`src/rtl/csa_acc_pkg.sv`:
```
// Shared types and sizing for the carry-save stream accumulator.
// Build option: CSA_ACC_SIGNED_EN selects two's complement operands.
package csa_acc_pkg;

  localparam int DEF_WIDTH = 7;
  localparam int DEF_COUNT = 8;

  typedef enum logic [1:0] {
    ACCUM,
    RESOLVE,
    HOLD
  } state_e;

  function automatic int out_width(
    input int w,
    input int c
  );
    return w + $clog2(c);
  endfunction

endpackage

```
`src/rtl/csa_stream_accumulator_if.sv`:
```
// Operand and result handshakes of the stream accumulator.
// master drives operands and accepts results; slave is the block.
interface csa_stream_accumulator_if
  import csa_acc_pkg::*;
#(
  parameter int WIDTH     = DEF_WIDTH,
  parameter int COUNT     = DEF_COUNT,
  parameter int OUT_WIDTH = out_width(WIDTH, COUNT),
  parameter int CW        = $clog2(COUNT) + 1
);

  logic                 in_valid;
  logic                 in_ready;
  logic [WIDTH-1:0]     in_data;
  logic                 abort;
  logic                 out_valid;
  logic                 out_ready;
  logic [OUT_WIDTH-1:0] out_sum;
  logic [CW-1:0]        op_count;

  modport master (
    output in_valid,
    output in_data,
    output abort,
    output out_ready,
    input  in_ready,
    input  out_valid,
    input  out_sum,
    input  op_count
  );

  modport slave (
    input  in_valid,
    input  in_data,
    input  abort,
    input  out_ready,
    output in_ready,
    output out_valid,
    output out_sum,
    output op_count
  );

endinterface

```
`src/rtl/csa_row.sv`:
```
// One row of full adders: a 3:2 compressor of W-bit vectors.
// Carry bit i has weight 2^(i+1); the caller shifts it.
module csa_row #(
  parameter int W = 10
) (
  input  logic [W-1:0] a,
  input  logic [W-1:0] b,
  input  logic [W-1:0] c,
  output logic [W-1:0] s,
  output logic [W-1:0] co
);

  assign s  = a ^ b ^ c;
  assign co = (a & b) | (a & c) | (b & c);

endmodule

```
`src/rtl/csa_stream_accumulator.sv`:
```
// Streams COUNT operands into a carry-save pair, resolves once per group.
// Build option: CSA_ACC_SIGNED_EN sign-extends operands.
module csa_stream_accumulator
  import csa_acc_pkg::*;
#(
  parameter int WIDTH     = DEF_WIDTH,
  parameter int COUNT     = DEF_COUNT,
  parameter int OUT_WIDTH = out_width(WIDTH, COUNT),
  parameter int CW        = $clog2(COUNT) + 1
) (
  input logic                     clk,
  input logic                     rst_n,
  csa_stream_accumulator_if.slave bus
);

  state_e               state_q;
  state_e               state_d;
  logic [OUT_WIDTH-1:0] s_q;
  logic [OUT_WIDTH-1:0] c_q;
  logic [OUT_WIDTH-1:0] c_sh;
  logic [OUT_WIDTH-1:0] ext;
  logic [OUT_WIDTH-1:0] row_s;
  logic [OUT_WIDTH-1:0] row_c;
  logic [OUT_WIDTH-1:0] sum_q;
  logic [CW-1:0]        cnt_q;
  logic                 rdy;
  logic                 hs_in;
  logic                 last;

`ifdef CSA_ACC_SIGNED_EN
  assign ext = {{(OUT_WIDTH-WIDTH){bus.in_data[WIDTH-1]}},
                bus.in_data};
`else
  assign ext = {{(OUT_WIDTH-WIDTH){1'b0}}, bus.in_data};
`endif

  // carry out of the top bit is dropped: exact mod 2^OUT_WIDTH
  assign c_sh  = {c_q[OUT_WIDTH-2:0], 1'b0};
  assign rdy   = (state_q == ACCUM);
  assign hs_in = bus.in_valid & rdy & ~bus.abort;
  assign last  = hs_in & (cnt_q == CW'(COUNT - 1));

  csa_row #(.W(OUT_WIDTH)) u_row (
    .a  (s_q),
    .b  (c_sh),
    .c  (ext),
    .s  (row_s),
    .co (row_c)
  );

  always_ff @(posedge clk or negedge rst_n) begin
    if (!rst_n) begin
      state_q <= ACCUM;
    end else begin
      state_q <= state_d;
    end
  end

  always_comb begin
    state_d = state_q;
    if (bus.abort) begin
      state_d = ACCUM;
    end else begin
      unique case (state_q)
        ACCUM:   if (last) state_d = RESOLVE;
        RESOLVE: state_d = HOLD;
        HOLD:    if (bus.out_ready) state_d = ACCUM;
        default: state_d = ACCUM;
      endcase
    end
  end

  always_ff @(posedge clk or negedge rst_n) begin
    if (!rst_n) begin
      s_q   <= '0;
      c_q   <= '0;
      cnt_q <= '0;
      sum_q <= '0;
    end else if (bus.abort) begin
      s_q   <= '0;
      c_q   <= '0;
      cnt_q <= '0;
    end else if (state_q == ACCUM) begin
      if (hs_in) begin
        s_q   <= row_s;
        c_q   <= row_c;
        cnt_q <= cnt_q + 1'b1;
      end
    end else if (state_q == RESOLVE) begin
      sum_q <= s_q + c_sh;
      s_q   <= '0;
      c_q   <= '0;
      cnt_q <= '0;
    end
  end

  assign bus.in_ready  = rdy;
  assign bus.out_valid = (state_q == HOLD);
  assign bus.out_sum   = sum_q;
  assign bus.op_count  = cnt_q;

endmodule

```
`src/flat_wrapper.sv`:
```
// flat-port wrapper written by rule: the top's interface ports become plain ports
module csa_stream_accumulator_flat import csa_acc_pkg::*;
#(
  parameter int WIDTH     = DEF_WIDTH,
  parameter int COUNT     = DEF_COUNT,
  parameter int OUT_WIDTH = out_width(WIDTH, COUNT),
  parameter int CW        = $clog2(COUNT) + 1
)
  (clk, rst_n, bus_in_valid, bus_in_data, bus_abort, bus_out_ready, bus_in_ready, bus_out_valid, bus_out_sum, bus_op_count);
  csa_stream_accumulator_if #(.WIDTH(WIDTH), .COUNT(COUNT), .OUT_WIDTH(OUT_WIDTH), .CW(CW)) bus_i ();
  input logic clk;
  input logic rst_n;
  input wire logic [$bits(bus_i.in_valid)-1:0] bus_in_valid;
  input wire logic [$bits(bus_i.in_data)-1:0] bus_in_data;
  input wire logic [$bits(bus_i.abort)-1:0] bus_abort;
  input wire logic [$bits(bus_i.out_ready)-1:0] bus_out_ready;
  output wire logic [$bits(bus_i.in_ready)-1:0] bus_in_ready;
  output wire logic [$bits(bus_i.out_valid)-1:0] bus_out_valid;
  output wire logic [$bits(bus_i.out_sum)-1:0] bus_out_sum;
  output wire logic [$bits(bus_i.op_count)-1:0] bus_op_count;
  assign bus_i.in_valid = bus_in_valid;
  assign bus_i.in_data = bus_in_data;
  assign bus_i.abort = bus_abort;
  assign bus_i.out_ready = bus_out_ready;
  assign bus_in_ready = bus_i.in_ready;
  assign bus_out_valid = bus_i.out_valid;
  assign bus_out_sum = bus_i.out_sum;
  assign bus_op_count = bus_i.op_count;
  csa_stream_accumulator #(.WIDTH(WIDTH), .COUNT(COUNT), .OUT_WIDTH(OUT_WIDTH), .CW(CW)) u_core (.clk(clk), .rst_n(rst_n), .bus(bus_i));
endmodule
```
`config.mk`:
```
export PLATFORM = sky130hd
export DESIGN_NAME = csa_stream_accumulator_flat
export DESIGN_NICKNAME = d
export VERILOG_FILES = /design/src/rtl/csa_acc_pkg.sv /design/src/rtl/csa_stream_accumulator_if.sv /design/src/rtl/csa_row.sv /design/src/rtl/csa_stream_accumulator.sv /design/src/flat_wrapper.sv
export SDC_FILE = /design/constraint.sdc
export NUM_CORES = 1
export LEC_CHECK = 0
export ABC_AREA = 1
export BUFFER_PORTS_ARGS = -buffer_cell sky130_fd_sc_hd__buf_2
export CAP_MARGIN = 20
export CELL_PAD_IN_SITES_DETAIL_PLACEMENT = 1
export CELL_PAD_IN_SITES_GLOBAL_PLACEMENT = 2
export CORE_AREA = 2 2 81 83
export CTS_CLUSTER_SIZE = 12
export DETAILED_ROUTE_END_ITERATION = 6
export DIE_AREA = 0 0 83 85
export MAX_ROUTING_LAYER = met4
export PLACE_DENSITY = 0.74
export SLEW_MARGIN = 30
export SYNTH_ARGS = -nofsm -noshare
export SYNTH_HDL_FRONTEND = slang
export SYNTH_HIERARCHICAL = 1
export SYNTH_SLANG_ARGS = --single-unit
```
`constraint.sdc`:
```
create_clock -name clk -period 1.9 [get_ports clk]
set_clock_uncertainty 0.15 [all_clocks]
set_input_delay 0.285 -clock clk [delete_from_list [all_inputs] [get_ports clk]]
set_output_delay 0.285 -clock clk [all_outputs]
set_load 0.01 [all_outputs]
```
======== Yosys cells after proc, flatten, opt, wreduce, memory -nomap -nowiden ========
Index checks and enable logic that the tools add are counted.
storage, ports and cells
  flip-flop bits (word level) ............. 35
  input bits .............................. 12
  output and inout bits ................... 16
  logic and storage cells ................. 45
operators by class
  add/sub/neg operators ................... 2
  equality and inequality tests ........... 6
  multiplexer cells ....................... 15
  bitwise logic cells ..................... 12
  reduce and logical (&&, ||, !) cells .... 5
operators with widths
  operator               number
  $mux W10               4
  $mux W9                3
  $and A9 B7 Y9          2
  $or A9 B9 Y9           2
  $mux W4                4
  $add A10 B10 Y10       1
  $xor A10 B10 Y10       1
  $xor A10 B7 Y10        1
  $and A9 B9 Y9          1
  $ne A3 B3 Y1 const B   3
  $mux W2                3
  $pmux W2 S3            1
  $add A4 B1 Y4 const B  1
  $eq A4 B3 Y1 const B   1
  $reduce_and A2 Y1      2
  $and A1 B1 Y1          3
  $reduce_and A3 Y1      1
  $reduce_bool A3 Y1     1
  $eq A2 B1 Y1 const B   1
  $eq A2 B2 Y1 const B   1
  $logic_not A2 Y1       1
  $not A1 Y1             2

======== Logic depth before layout (Yosys ltp) ========
  depth in word-level cells ............... 7
  depth in mapped cells ................... 9
  gate-level depth less buffers ........... 9

======== Cells and area by module ========
The synthesis kept the hierarchy.
modules (own cells, without submodules)
  module                  times used  cells each  area each (sq um)  seq. area each (sq um)
  csa_stream_accumulator  1           225         1835.5             875.8
  csa_row                 1           10          200.2              0.0

======== Worst setup path before layout ========
Ideal clock, no wire load.
  path kind ............................... flip-flop to flip-flop
  from .................................... register u_core.s_q[1]
  to ...................................... register u_core.sum_q[9] (netlist: u_core/bus.out_sum[9])
  library setup time ...................... 0.117 ns
  data arrival time ....................... 1.441 ns
  data required time ...................... 1.633 ns
  setup slack ............................. 0.192 ns
  stages on the path, launching flop included .. 9
  path buffers ............................ 0
  clock period less this slack ............ 1.708 ns
  cells stage by stage .................... dfrtp_1 -> ha_1 -> fa_1 -> nand2_1 -> nand2_1 -> nand3_1 -> nand3_1 -> nand3_1 -> nand2_1
between the ends
  cells in the longest elaborated chain, start to end .. 1
RTL lines
  what                    RTL line                      RTL
  from (decl)             csa_stream_accumulator.sv:18  logic [OUT_WIDTH-1:0] s_q;
  from (signal assigned)  csa_stream_accumulator.sv:85  s_q <= row_s;
  $add A10 B10 Y10        csa_stream_accumulator.sv:90  sum_q <= s_q + c_sh;
  to (signal assigned)    csa_stream_accumulator.sv:90
  to (decl)               csa_stream_accumulator.sv:24  logic [OUT_WIDTH-1:0] sum_q;
No other way between the ends.
A chain may end at the register's enable or synchronous reset.

======== Worst setup path after layout ========
  from .................................... register u_core.s_q[1]
  to ...................................... register u_core.sum_q[7] (netlist: u_core/bus.out_sum[7])
The elaborated chain is that of the path after synthesis.

==> impl_metrics.json <==
{
  "end_kind": "flop",
  "path_class": "flop to flop",
  "wl_mm": 4.66,
  "diodes": 0,
  "gp_routability_congestion": 0.758,
  "post_dp_cell_area_um2": 2280,
  "synthArstFlopShare": 1.00,
  "grt_usage": 0.153,
  "ys_seq_area_frac": 0.430,
  "port_buffers": 27,
  "rsz0062_at_grt": "no",
  "crit_fanout": 3,
  "ios": 28,
  "pre_cts_slack_ps": 49.9,
  "clk_pin_slew_ps": 80,
  "setup-violations-final": 0,
  "internal_power_uw": 1140,
  "dp_hpwl_mm": 3.52,
  "ir_drop_uv": 253,
  "ys_ff_latch": 35,
  "grt_pass1_vias": 1729,
  "cts_tree": "done",
  "drc": 0,
  "whs_ps": 106,
  "clk_latency_ps": 300,
  "drive_gt1_frac": 0.191,
  "hold_viol": 0,
  "pwr-share-comb": 0.147,
  "ant_nets": 0,
  "fin_nets": 308,
  "synth.most_common_cell": "nand2_1",
  "ys.flop_type": "dfrtp_1",
  "row_count": 29,
  "place_inst": 342,
  "grt_max_degree": 21,
  "root_buffer": "clkbuf_8",
  "clock_sinks": 35,
  "fin_crit_ps": 1710,
  "viasPerCell": 4.52,
  "worst_slack_ps": 190,
  "area_growth_pct": 18.6,
  "drt_iter0_markers": 60,
  "fin_setup_tns_ps": 0,
  "run_status": "finished clean",
  "cts-buffers-inserted": 5,
  "synth_edf_count": 0,
  "first_pass_iters": 4,
  "ys_types": 23,
  "avgSynthCellArea_um2": 8.66,
  "p_leak_uw": 0.00136,
  "grt.overflow.total": 0,
  "cts.htree.levels": 2,
  "clkPwrFrac": 0.351,
  "routedWlPerCell_um": 13.2,
  "holdCritPathClass": "input port to flop",
  "final_cells": 354,
  "maxSlewViolCount": 0,
  "synth_area_leaders": "dfrtp_1, nand2_1, fa_1, nand3_1, ha_1",
  "design.core.area_um2": 6200,
  "pwr_density_cell_nw_per_um2": 676,
  "synthCells": 235,
  "synth.top_cells.by_count": "nand2_1, dfrtp_1, nand3_1, inv_1, fa_1",
  "min_period_over_period": 0.900,
  "die_h_um": 85,
  "stdcell_area_um2": 2410,
  "num_vias": 1599,
  "max_freq_ghz": 0.585,
  "switching_share": 0.301,
  "p_switching_uw": 492,
  "netlist_area_um2": 2040,
  "synth_top_cell_by_area": "dfrtp_1",
  "pwr-share-seq": 0.502,
  "yosysWarnings": 6,
  "initial_utilization": 0.328,
  "crit_required_ps": 1940,
  "arrival_ps": 1750,
  "synth_top_area_frac": 0.430,
  "drv_cap": 0,
  "clockBufferDepth": 2,
  "grt_pass1_wl_mm": 8.34,
  "die-area_um2": 7060,
  "grt_antenna_before_repair": 0,
  "critPathLaunchType": "flop",
  "die_w_um": 83
}
worst max-delay path, stage by stage (launching register included):
cell and delay (ps):
dfrtp_1 390, ha_1 230, fa_2 360, nand2_1 90, nand2_2 70, nand3b_1 110, nand3b_1 80, nand3_1 80
nand2_1 50
state kept, by name, summed over array words and instances, names as in the netlist:
register             cells
u_core/bus.op_count      4
u_core/state_q           2
u_core/s_q              10
u_core/c_q               9
u_core/bus.out_sum      10
layout by cell type, fill, tap and decap left out, types with 2 or more instances in the layout:
cell	synthesis	routed
a21oi_1	5	5
buf_2	4	27
buf_4	0	9
clkbuf_8	0	5
clkinvlp_4	0	2
conb_1	1	4
dfrtp_1	35	35
dlygate4sd3_1	0	2
fa_1	11	10
ha_1	9	9
inv_1	21	21
nand2_1	86	85
nand2_2	1	2
nand3_1	30	29
nand3b_1	2	2
nor2_1	7	7
nor2_4	2	2
o21ai_0	2	2
o21ai_1	7	7
xnor2_1	3	3
per-stage QoR:
stage	power (uW)	utilization
finish	1630	0.389
floorplan	978	-
detailed placement	1070	0.367
global placement	1060	0.367
global route	1750	0.389
CTS	1660	0.385
routing by layer:
metal  track usage  vias up  share of wire  wire length, um
met4        0.0537        0          0.017               78
li1              -      814              -                -
met5             -        -              0                0
met3        0.0321        6          0.026              120
met1         0.202      761           0.52             2410
met2         0.233       18           0.44             2050
cells by family after synthesis:
family,Yosys count,share of synthesized area
simple gates,131,0.281
flops,35,0.430
buf+inv,29,0.0670
fa+ha+maj,20,0.163
compound gates,14,0.0344
xor+xnor,4,0.0172
other cells,1,0.00184
mux,1,0.00492
final timing paths:
check / start / end / slack [ps] / cells after the start
max reg2reg: u_core/s_q[1] / u_core/bus.out_sum[7] / 190 / 8
max: u_core/s_q[1] / u_core/bus.out_sum[7] / 190 / 8
min reg2reg: u_core/bus.op_count[3] / u_core/state_q[0] / 320 / 1
min in group asynchronous: rst_n / u_core/bus.op_count[3] / 270 / 2
min: bus_in_valid / u_core/state_q[0] / 110 / 3
max in group asynchronous: rst_n / u_core/s_q[8] / 830 / 3
power groups by stage:
stage,sequential [uW],combinational (uW),clock [uW]
after global placement,834,227,0
after global routing,828,278,642
after floorplan,830,148,0
after detailed placement,837,232,0
after CTS,822,237,604
final,819,240,574
final cells by class:
| type | count | area, um^2 |
|---|---|---|
| Fill cell | 761 | 3790 |
| Multi-Input combinational cell | 174 | 1040 |
| Sequential cell | 35 | 876 |
| Timing Repair Buffer | 38 | 223 |
| Tap cell | 77 | 96.3 |
| Inverter | 22 | 82.6 |
| Clock buffer | 5 | 68.8 |
| Clock inverter | 3 | 23.8 |
repair_timing:
action | 4_1_cts | 5_1_grt
endpoints found under the hold margin | 15 | 0
hold buffers | 2 | 0
setup buffers | 0 | 2
setup endpoints to repair | 0 | 3
gates resized for setup | 0 | 3
Power figures use the tool's default switching activity.
